`config.mk`:
```
export PLATFORM = sky130hd
export DESIGN_NAME = pixel_stream_tx
export DESIGN_NICKNAME = d
export VERILOG_FILES = /design/src/rtl/pixel_stream_tx_pkg.sv /design/src/rtl/pixel_stream_tx_raster_counter.sv /design/src/rtl/pixel_stream_tx.sv
export SDC_FILE = /design/constraint.sdc
export NUM_CORES = 1
export LEC_CHECK = 0
export BUFFER_PORTS_ARGS = -buffer_cell sky130_fd_sc_hd__buf_2
export CAP_MARGIN = 20
export CORE_MARGIN = 1
export CORE_UTILIZATION = 50
export DETAILED_ROUTE_END_ITERATION = 16
export PLACE_DENSITY = 0.88
export SETUP_SLACK_MARGIN = 0.15
export SLEW_MARGIN = 40
export SYNTH_ARGS = -nofsm -noshare
export SYNTH_HDL_FRONTEND = slang
export SYNTH_SLANG_ARGS = --single-unit
```
`constraint.sdc`:
```
create_clock -name clk -period 1.8 [get_ports clk]
set_input_delay 0.27 -clock clk [delete_from_list [all_inputs] [get_ports clk]]
set_output_delay 0.27 -clock clk [all_outputs]
set_load 0.02 [all_outputs]
```
`src/rtl/pixel_stream_tx_pkg.sv`:
```
// Shared types and defaults for the pixel-stream transmitter.
// Frame geometry defaults mirror the pipeline's global frame settings.
package pixel_stream_tx_pkg;

  localparam int unsigned PIXEL_SIZE     = 24;
  localparam int unsigned FRAME_WIDTH    = 640;
  localparam int unsigned FRAME_HEIGHT   = 480;
  localparam int unsigned HBLANK_DEFAULT = 2;
  localparam int unsigned VBLANK_DEFAULT = 3;

  typedef enum logic [2:0] {
    StIdle   = 3'd0,
    StVsync  = 3'd1,
    StActive = 3'd2,
    StHblank = 3'd3,
    StHsync  = 3'd4,
    StVblank = 3'd5
  } tx_state_t;

  // Counter width for a 0..bound-1 range, never narrower than one bit.
  function automatic int unsigned cnt_width(input int unsigned bound);
    return (bound > 1) ? $clog2(bound) : 1;
  endfunction

endpackage

```
`src/rtl/pixel_stream_tx_raster_counter.sv`:
```
// Column/row raster position counter; flags report whether the next inc
// completes the current row or the whole frame.
module raster_counter
  import pixel_stream_tx_pkg::*;
#(
  parameter int unsigned W = 4,
  parameter int unsigned H = 3
) (
  input  logic clk,
  input  logic reset,
  input  logic inc,
  output logic row_end,
  output logic frame_end
);

  localparam int unsigned ColW = cnt_width(W);
  localparam int unsigned RowW = cnt_width(H);

  logic [ColW-1:0] col_q;
  logic [RowW-1:0] row_q;

  assign row_end   = (col_q == ColW'(W - 1));
  assign frame_end = row_end && (row_q == RowW'(H - 1));

  always_ff @(posedge clk) begin
    if (reset) begin
      col_q <= '0;
      row_q <= '0;
    end else if (inc) begin
      if (row_end) begin
        col_q <= '0;
        row_q <= frame_end ? '0 : row_q + RowW'(1);
      end else begin
        col_q <= col_q + ColW'(1);
      end
    end
  end

endmodule

```
`src/rtl/pixel_stream_tx.sv`:
```
// Raster transmitter: pulls pixels over valid/ready and emits en/hsync/vsync/data
// slots with sync markers and blanking for the detection pipeline.
module pixel_stream_tx
  import pixel_stream_tx_pkg::*;
#(
  parameter int unsigned FRAME_WIDTH  = pixel_stream_tx_pkg::FRAME_WIDTH,
  parameter int unsigned FRAME_HEIGHT = pixel_stream_tx_pkg::FRAME_HEIGHT,
  parameter int unsigned HBLANK       = HBLANK_DEFAULT,
  parameter int unsigned VBLANK       = VBLANK_DEFAULT
) (
  input  logic                  clk,
  input  logic                  reset,
  input  logic                  run,
  input  logic                  s_valid,
  input  logic [PIXEL_SIZE-1:0] s_data,
  output logic                  s_ready,
  output logic                  en,
  output logic                  hsync,
  output logic                  vsync,
  output logic [PIXEL_SIZE-1:0] data,
  output logic                  busy,
  output logic                  frame_done
);

  localparam int unsigned BlankMax = (HBLANK > VBLANK) ? HBLANK : VBLANK;
  localparam int unsigned BlankW   = cnt_width(BlankMax);

  tx_state_t         state_q;
  logic [BlankW-1:0] blank_q;
  logic              xfer;
  logic              row_end;
  logic              frame_end;

  // State names the decision made this cycle; the slot it produces is on the
  // outputs next cycle, so ACTIVE overlaps the marker slot that precedes a row.
  assign s_ready = (state_q == StActive);
  assign xfer    = s_valid && s_ready;

  raster_counter #(
    .W(FRAME_WIDTH),
    .H(FRAME_HEIGHT)
  ) u_raster_counter (
    .clk      (clk),
    .reset    (reset),
    .inc      (xfer),
    .row_end  (row_end),
    .frame_end(frame_end)
  );

  always_ff @(posedge clk) begin
    if (reset) begin
      state_q    <= StIdle;
      blank_q    <= '0;
      en         <= 1'b0;
      hsync      <= 1'b0;
      vsync      <= 1'b0;
      data       <= '0;
      busy       <= 1'b0;
      frame_done <= 1'b0;
    end else begin
      en         <= 1'b0;
      hsync      <= 1'b0;
      vsync      <= 1'b0;
      data       <= '0;
      frame_done <= 1'b0;
      busy       <= 1'b1;
      case (state_q)
        StIdle: begin
          if (run) begin
            en      <= 1'b1;
            vsync   <= 1'b1;
            state_q <= StActive;
          end else begin
            busy <= 1'b0;
          end
        end
        StVsync: begin
          en      <= 1'b1;
          vsync   <= 1'b1;
          state_q <= StActive;
        end
        StActive: begin
          if (s_valid) begin
            en   <= 1'b1;
            data <= s_data;
            if (frame_end) begin
              if (VBLANK == 0) begin
                frame_done <= 1'b1;
                state_q    <= run ? StVsync : StIdle;
              end else begin
                blank_q <= BlankW'(VBLANK - 1);
                state_q <= StVblank;
              end
            end else if (row_end) begin
              if (HBLANK == 0) begin
                state_q <= StHsync;
              end else begin
                blank_q <= BlankW'(HBLANK - 1);
                state_q <= StHblank;
              end
            end
          end
        end
        StHblank: begin
          if (blank_q == '0) state_q <= StHsync;
          else               blank_q <= blank_q - BlankW'(1);
        end
        StHsync: begin
          en      <= 1'b1;
          hsync   <= 1'b1;
          state_q <= StActive;
        end
        StVblank: begin
          if (blank_q == '0) begin
            frame_done <= 1'b1;
            state_q    <= run ? StVsync : StIdle;
          end else begin
            blank_q <= blank_q - BlankW'(1);
          end
        end
        default: begin
          busy    <= 1'b0;
          state_q <= StIdle;
        end
      endcase
    end
  end

endmodule

```
==> flow_summary.json, run 1 <==
{
  "synth_seq_area_share_pct": 48.1,
  "synthesis.yosys.warnings": 0,
  "core_area_mm2": 0.00412,
  "clk_root_buffer_cell": "sky130_fd_sc_hd__clkbuf_8",
  "post_synth_instance_area_mm2": 0.00221,
  "nets": 337,
  "synth_edf_count": 0,
  "cts_hold_repair.buffers": 0,
  "io_buf_count": 57,
  "cts_buffer_depth": 2,
  "post_synth_inst_count": 239,
  "vias": 2001,
  "final_max_slew_viol_count": 0,
  "vias_per_cell": 5.61,
  "flow.area_growth_from_synthesis_pct": 29.5,
  "ioPinCount": 58,
  "unique_cell_type_count_in_the_yosys_netlist": 46,
  "gpl.final_weighted_congestion": 0.826,
  "clkLatencyLatePin_ns": 0.31,
  "critical-path-slowest-cell": "sky130_fd_sc_hd__or4_1",
  "most_frequent_cells_in_the_layout": "56 x sky130_fd_sc_hd__buf_2, 45 x sky130_fd_sc_hd__dfxtp_1, 24 x sky130_fd_sc_hd__and2_1",
  "crit_fanout": 8,
  "synthTopCellsByArea": "sky130_fd_sc_hd__dfxtp_1 48%, sky130_fd_sc_hd__and2_1 7.1%, sky130_fd_sc_hd__nor2_1 3.1%, sky130_fd_sc_hd__a21oi_1 2.9%, sky130_fd_sc_hd__xnor2_1 2.8%",
  "synth_top_area_share_pct": 48.1,
  "layout_commonest_cell": "sky130_fd_sc_hd__buf_2",
  "drc": 0,
  "cts_tree": "yes",
  "grt_start_max_net_pins": 25,
  "insertedDiodeCount": 0,
  "ir_worst_vdd_mv": 0.559,
  "syn-mean-instance-area_um2": 9.23,
  "critical_path.max_stage_delay_ns": 0.53,
  "htree_num_levels": 2,
  "grt_overflow_total": 0,
  "setup_failing_eps_final": 0,
  "slew_headroom_pct": 70.9,
  "core.rowCount": 23,
  "groute.usage.overall_pct": 21.6,
  "clock-skew-final_ns": 0.0106,
  "outcome": "complete, no violations",
  "min_period_ns": 1.67,
  "clock-sinks": 53,
  "crit_path_cell_trace": "and4bb_2 > nand4_4 > or4_1 > a21oi_1",
  "grt_pass1_vias": 1784,
  "place_hpwl_um": 3360,
  "mappedNetlistNets": 270,
  "worst_setup_path_end_kind": "register",
  "drive_above_1_share_pct": 36.2,
  "timing.final.hold_violations": 0,
  "worst_margin_pin_slew_ns": 0.434,
  "setup_repair_after_global_routing_missed_its_margin": "true",
  "grt_pass1_wl_um": 7510,
  "path_clk_slew_ns": 0.11,
  "min_path_type": "input pin to register",
  "synth.ff_latch_count": 53,
  "synthArstFlopShare_pct": 0,
  "max_cap_viol_count": 0,
  "drt-total-wl_um": 5180,
  "dr.pass1.iters": 4,
  "initial_antenna_violation_count": 0,
  "die_w_um": 68.4,
  "synth_top_area_cell": "sky130_fd_sc_hd__dfxtp_1",
  "arrival_ns": 1.91,
  "finalSetupTns_ns": 0,
  "wl_per_cell_um": 14.5,
  "tcrit_tclk_final_pct": 92.7,
  "initial_core_util_pct": 53.6,
  "placed_area_mm2": 0.00257,
  "dominantRegCellSynth": "sky130_fd_sc_hd__dfxtp_1",
  "pwr_density_cell_mw_per_mm2": 831,
  "cts-buffers-inserted": 5,
  "die-height_um": 68.4,
  "antenna_left": 0,
  "power.leakage_uw": 0.00119,
  "required_time_at_the_endpoint_of_the_critical_path_ns": 2.04,
  "post-route-cell-area_mm2": 0.00286,
  "die_area_mm2": 0.00468,
  "drt_iter0_drc": 149,
  "timing.critical_path.from_type": "register",
  "classification_of_the_worst_setup_path": "register to register",
  "fmax_ghz": 0.600
}
[flip-flops by register name (all words and copies together), names as in the netlist]
signal / cells
hsync: 1
en: 1
data: 24
u_raster_counter.row_q: 9
state_q: 3
blank_q: 2
frame_done: 1
busy: 1
vsync: 1
u_raster_counter.col_q: 10
[cells in the mapped netlist, drive strengths merged (2+ instances only)]
| library cell | n |
|---|---|
| nor3 | 6 |
| o31ai | 3 |
| ha | 3 |
| or3 | 7 |
| xor2 | 3 |
| a21oi | 13 |
| nand4bb | 2 |
| clkbuf | 11 |
| or4 | 4 |
| inv | 8 |
| nor2 | 18 |
| o21ai | 5 |
| nand2b | 3 |
| nor2b | 2 |
| nor4b | 2 |
| a21o | 2 |
| a32o | 2 |
| nand4 | 7 |
| buf | 3 |
| xnor2 | 7 |
| a31oi | 3 |
| nor4 | 5 |
| dfxtp | 53 |
| and4bb | 2 |
| o21a | 3 |
| nand3 | 9 |
| and2 | 25 |
| nand2 | 14 |
[metal layers]
metal  global-route usage, %  share of wire (%)  up-vias
met2                    36.0                 50       74
met3                    8.83                7.7       14
met4                    8.59                1.8        0
met1                    24.2                 40      939
li1                        -                  -      974
met5                       0                  0        -
[path summary, 6_finish.rpt]
kind                             start  cells past startpoint                        end  slack [ns]
max reg2reg                 state_q[2]                      4  u_raster_counter.row_q[8]        0.13
min                          s_data[9]                      2                    data[9]        0.15
min reg2reg  u_raster_counter.row_q[8]                      2  u_raster_counter.row_q[8]        0.51
max                         state_q[2]                      4  u_raster_counter.row_q[8]        0.13
[final cells by class]
| cell class | instances | area [µm²] |
|---|---|---|
| inverters | 8 | 30.0 |
| well taps | 50 | 62.6 |
| clock inverters | 3 | 50.0 |
| flip-flops and latches | 53 | 1080 |
| repair buffers | 74 | 430 |
| fillers | 296 | 1260 |
| multi-input cells | 164 | 1140 |
| clock buffers | 5 | 68.8 |
[repair_timing]
item	in CTS	in global routing
cloned	0	0
buffers inserted	2	4
resized for setup	12	25
pin swaps	1	16
endpoints found under the setup margin	13	13
[cell families after synthesis]
family                   count (synthesis)  synth area share [%]
AO/OA/AOI/OAI                           39                  11.6
XOR/XNOR                                10                  3.97
adder cells (fa/ha/maj)                  3                  1.70
buffers and inverters                   22                  4.48
flip-flops                              53                  48.1
multiplexers                             1                 0.454
AND/OR/NAND/NOR                        111                  29.7
[through the flow]
| stage | hold slack, ns | util (%) | cells | power (µW) | worst slack, ns |
|---|---|---|---|---|---|
| finish | 0.153 | 69.4 | 357 | 2370 | 0.132 |
| global placement | 0.462 | 62.4 | 343 | 1490 | 0.138 |
| global route | 0.151 | 69.4 | 357 | 2450 | 0.0423 |
| detailed placement | 0.471 | 62.4 | 343 | 1500 | 0.0569 |
| CTS | 0.151 | 66.5 | 353 | 2350 | 0.154 |
| floorplan | 0.392 | - | 239 | 1410 | 0.178 |
[power by group]
| group | switching [µW] | leakage (µW) | total, µW | internal [µW] |
|---|---|---|---|---|
| logic | 171 | 0.000699 | 310 | 139 |
| registers | 16.5 | 0.000433 | 1220 | 1200 |
| clock network | 416 | 0.0000603 | 842 | 427 |
[worst max-delay path, delay by kind of cell, from the launching register on]
family	cells	cell delay, ns
flip-flops	1	0.38
AO/OA/AOI/OAI	1	0.14
AND/OR/NAND/NOR	3	1.07
Power figures use the tool's default switching activity.
==> inputs of run 2 (changes only) <==
--- a/config.mk
+++ b/config.mk
@@ -10,6 +10,7 @@
 export CORE_MARGIN = 1
 export CORE_UTILIZATION = 50
 export DETAILED_ROUTE_END_ITERATION = 16
+export MAX_ROUTING_LAYER = met4
 export PLACE_DENSITY = 0.88
 export SETUP_SLACK_MARGIN = 0.15
 export SLEW_MARGIN = 40
==> flow_summary.json, run 2 (synthesis results as in run 1) <==
{
  "post-route-cell-area_mm2": 0.00286,
  "io_buf_count": 57,
  "drt-total-wl_um": 5220,
  "antenna_left": 0,
  "setup_ws_ns": 0.131,
  "clk_root_buffer_cell": "sky130_fd_sc_hd__clkbuf_8",
  "finalSetupTns_ns": 0,
  "timing.critical_path.from_type": "register",
  "die_area_mm2": 0.00468,
  "nets": 337,
  "tcrit_tclk_final_pct": 92.7,
  "timing.final.hold_violations": 0,
  "most_frequent_cells_in_the_layout": "56 x sky130_fd_sc_hd__buf_2, 45 x sky130_fd_sc_hd__dfxtp_1, 24 x sky130_fd_sc_hd__and2_1",
  "drive_above_1_share_pct": 36.2,
  "place_hpwl_um": 3360,
  "required_time_at_the_endpoint_of_the_critical_path_ns": 2.01,
  "ioPinCount": 58,
  "pwr_density_cell_mw_per_mm2": 831,
  "fmax_ghz": 0.599,
  "core.rowCount": 23,
  "cts_buffer_depth": 2,
  "htree_num_levels": 2,
  "worst_margin_pin_slew_ns": 0.434,
  "grt_pass1_wl_um": 7530,
  "largest_reg_flops": 24,
  "insertedDiodeCount": 0,
  "largest_registers_in_the_final_layout": "data: 24 flops, u_raster_counter.col_q: 10 flops, u_raster_counter.row_q: 9 flops",
  "wl_per_cell_um": 14.6,
  "vias": 1992,
  "ir_worst_vdd_mv": 0.559,
  "post-place-ws_ns": 0.0569,
  "max_cap_viol_count": 0,
  "clkLatencyLatePin_ns": 0.31,
  "layout.filler_cells": 296,
  "core_area_mm2": 0.00412,
  "dr.pass1.iters": 4,
  "grt_start_max_net_pins": 25,
  "arrival_ns": 1.88,
  "power.leakage_uw": 0.00119,
  "vias_per_cell": 5.58,
  "power_frac_clock_pct": 35.5,
  "fin_util_pct": 69.4,
  "switching_share_pct": 25.4,
  "cts-buffers-inserted": 5,
  "clock-sinks": 53,
  "min_path_type": "input pin to register",
  "multi_input_comb_area_mm2": 0.00114,
  "die_w_um": 68.4,
  "crit_fanout": 3,
  "drc": 0,
  "power.switching_uw": 603,
  "path_clk_slew_ns": 0.11,
  "combinational_power_share_pct": 13.1,
  "slew_headroom_pct": 70.8,
  "intPower_uw": 1770,
  "final_max_slew_viol_count": 0,
  "outcome": "complete, no violations",
  "setup_failing_eps_final": 0,
  "drt_iter0_drc": 138,
  "layout.area.seq_mm2": 0.00108,
  "grt_pass1_vias": 1778,
  "classification_of_the_worst_setup_path": "register to register",
  "reg2reg_slack_ns": 0.13,
  "cts_tree": "yes",
  "largest_register": "data",
  "layout_commonest_cell": "sky130_fd_sc_hd__buf_2",
  "grt_overflow_total": 0,
  "die-height_um": 68.4,
  "cts_hold_repair.buffers": 0,
  "worst_setup_path_end_kind": "register",
  "seq_pwr_share_pct": 51.5,
  "gpl.final_weighted_congestion": 0.838,
  "clock-skew-final_ns": 0.0119,
  "flow.area_growth_from_synthesis_pct": 29.5,
  "initial_antenna_violation_count": 0,
  "hold-worst-slack_ns": 0.156,
  "initial_core_util_pct": 53.6,
  "groute.usage.overall_pct": 22.4,
  "setup_repair_after_global_routing_missed_its_margin": "true",
  "min_period_ns": 1.67,
  "placed_area_mm2": 0.00257
}
## run 2: per-stage QoR
stage | std cells | total power [µW]
2_1_floorplan | 239 | 1410
3_3_place_gp | 343 | 1490
3_5_place_dp | 343 | 1500
4_1_cts | 353 | 2350
5_1_grt | 357 | 2450
6_report | 357 | 2370
## run 2: power by group through the flow
stage | registers, µW | clock network (µW) | logic [µW]
2_1_floorplan | 1280 | 0 | 139
6_report | 1220 | 842 | 310
4_1_cts | 1220 | 845 | 287
3_5_place_dp | 1240 | 0 | 261
5_1_grt | 1220 | 897 | 334
3_3_place_gp | 1240 | 0 | 251
## run 2: layout make-up
| type | instances | share of cell area [%] |
|---|---|---|
| tap | 50 | 2.19 |
| clock buffer | 5 | 2.41 |
| clock inverter | 3 | 1.75 |
| multi-input combinational | 164 | 39.9 |
| inverter | 8 | 1.05 |
| sequential | 53 | 37.7 |
| timing repair buffer | 74 | 15.1 |
## run 2: repair_timing
| item | CTS | global route |
|---|---|---|
| gates cloned | 0 | 0 |
| resized for setup | 12 | 25 |
| setup buffers | 2 | 4 |
| endpoints found under the setup margin | 13 | 13 |
| hold endpoints to repair | 0 | 0 |
| pin swaps | 1 | 16 |
## run 2: path summary, 6_finish.rpt
kind                              from                        end  cells after the start
min                          s_data[9]                    data[9]                      2
max reg2reg                 state_q[1]                 state_q[2]                      6
max                         state_q[1]                 state_q[2]                      6
min reg2reg  u_raster_counter.row_q[8]  u_raster_counter.row_q[8]                      2
## run 2: critical path, cell delays in order (launching register included)
cell                      delay (ns)
sky130_fd_sc_hd__dfxtp_2        0.36
sky130_fd_sc_hd__buf_6          0.11
sky130_fd_sc_hd__buf_4          0.14
sky130_fd_sc_hd__or3_4          0.38
sky130_fd_sc_hd__a21o_1         0.19
sky130_fd_sc_hd__o211a_1        0.14
sky130_fd_sc_hd__a32o_1         0.25
## run 2: metal layers
layer | part of all wire [%] | global-route usage [%] | wire length (µm)
met5 | 0 | - | 0
met4 | 1.4 | 8.59 | 71
met3 | 6.3 | 7.17 | 328
met2 | 50 | 35.7 | 2640
met1 | 42 | 26.0 | 2180
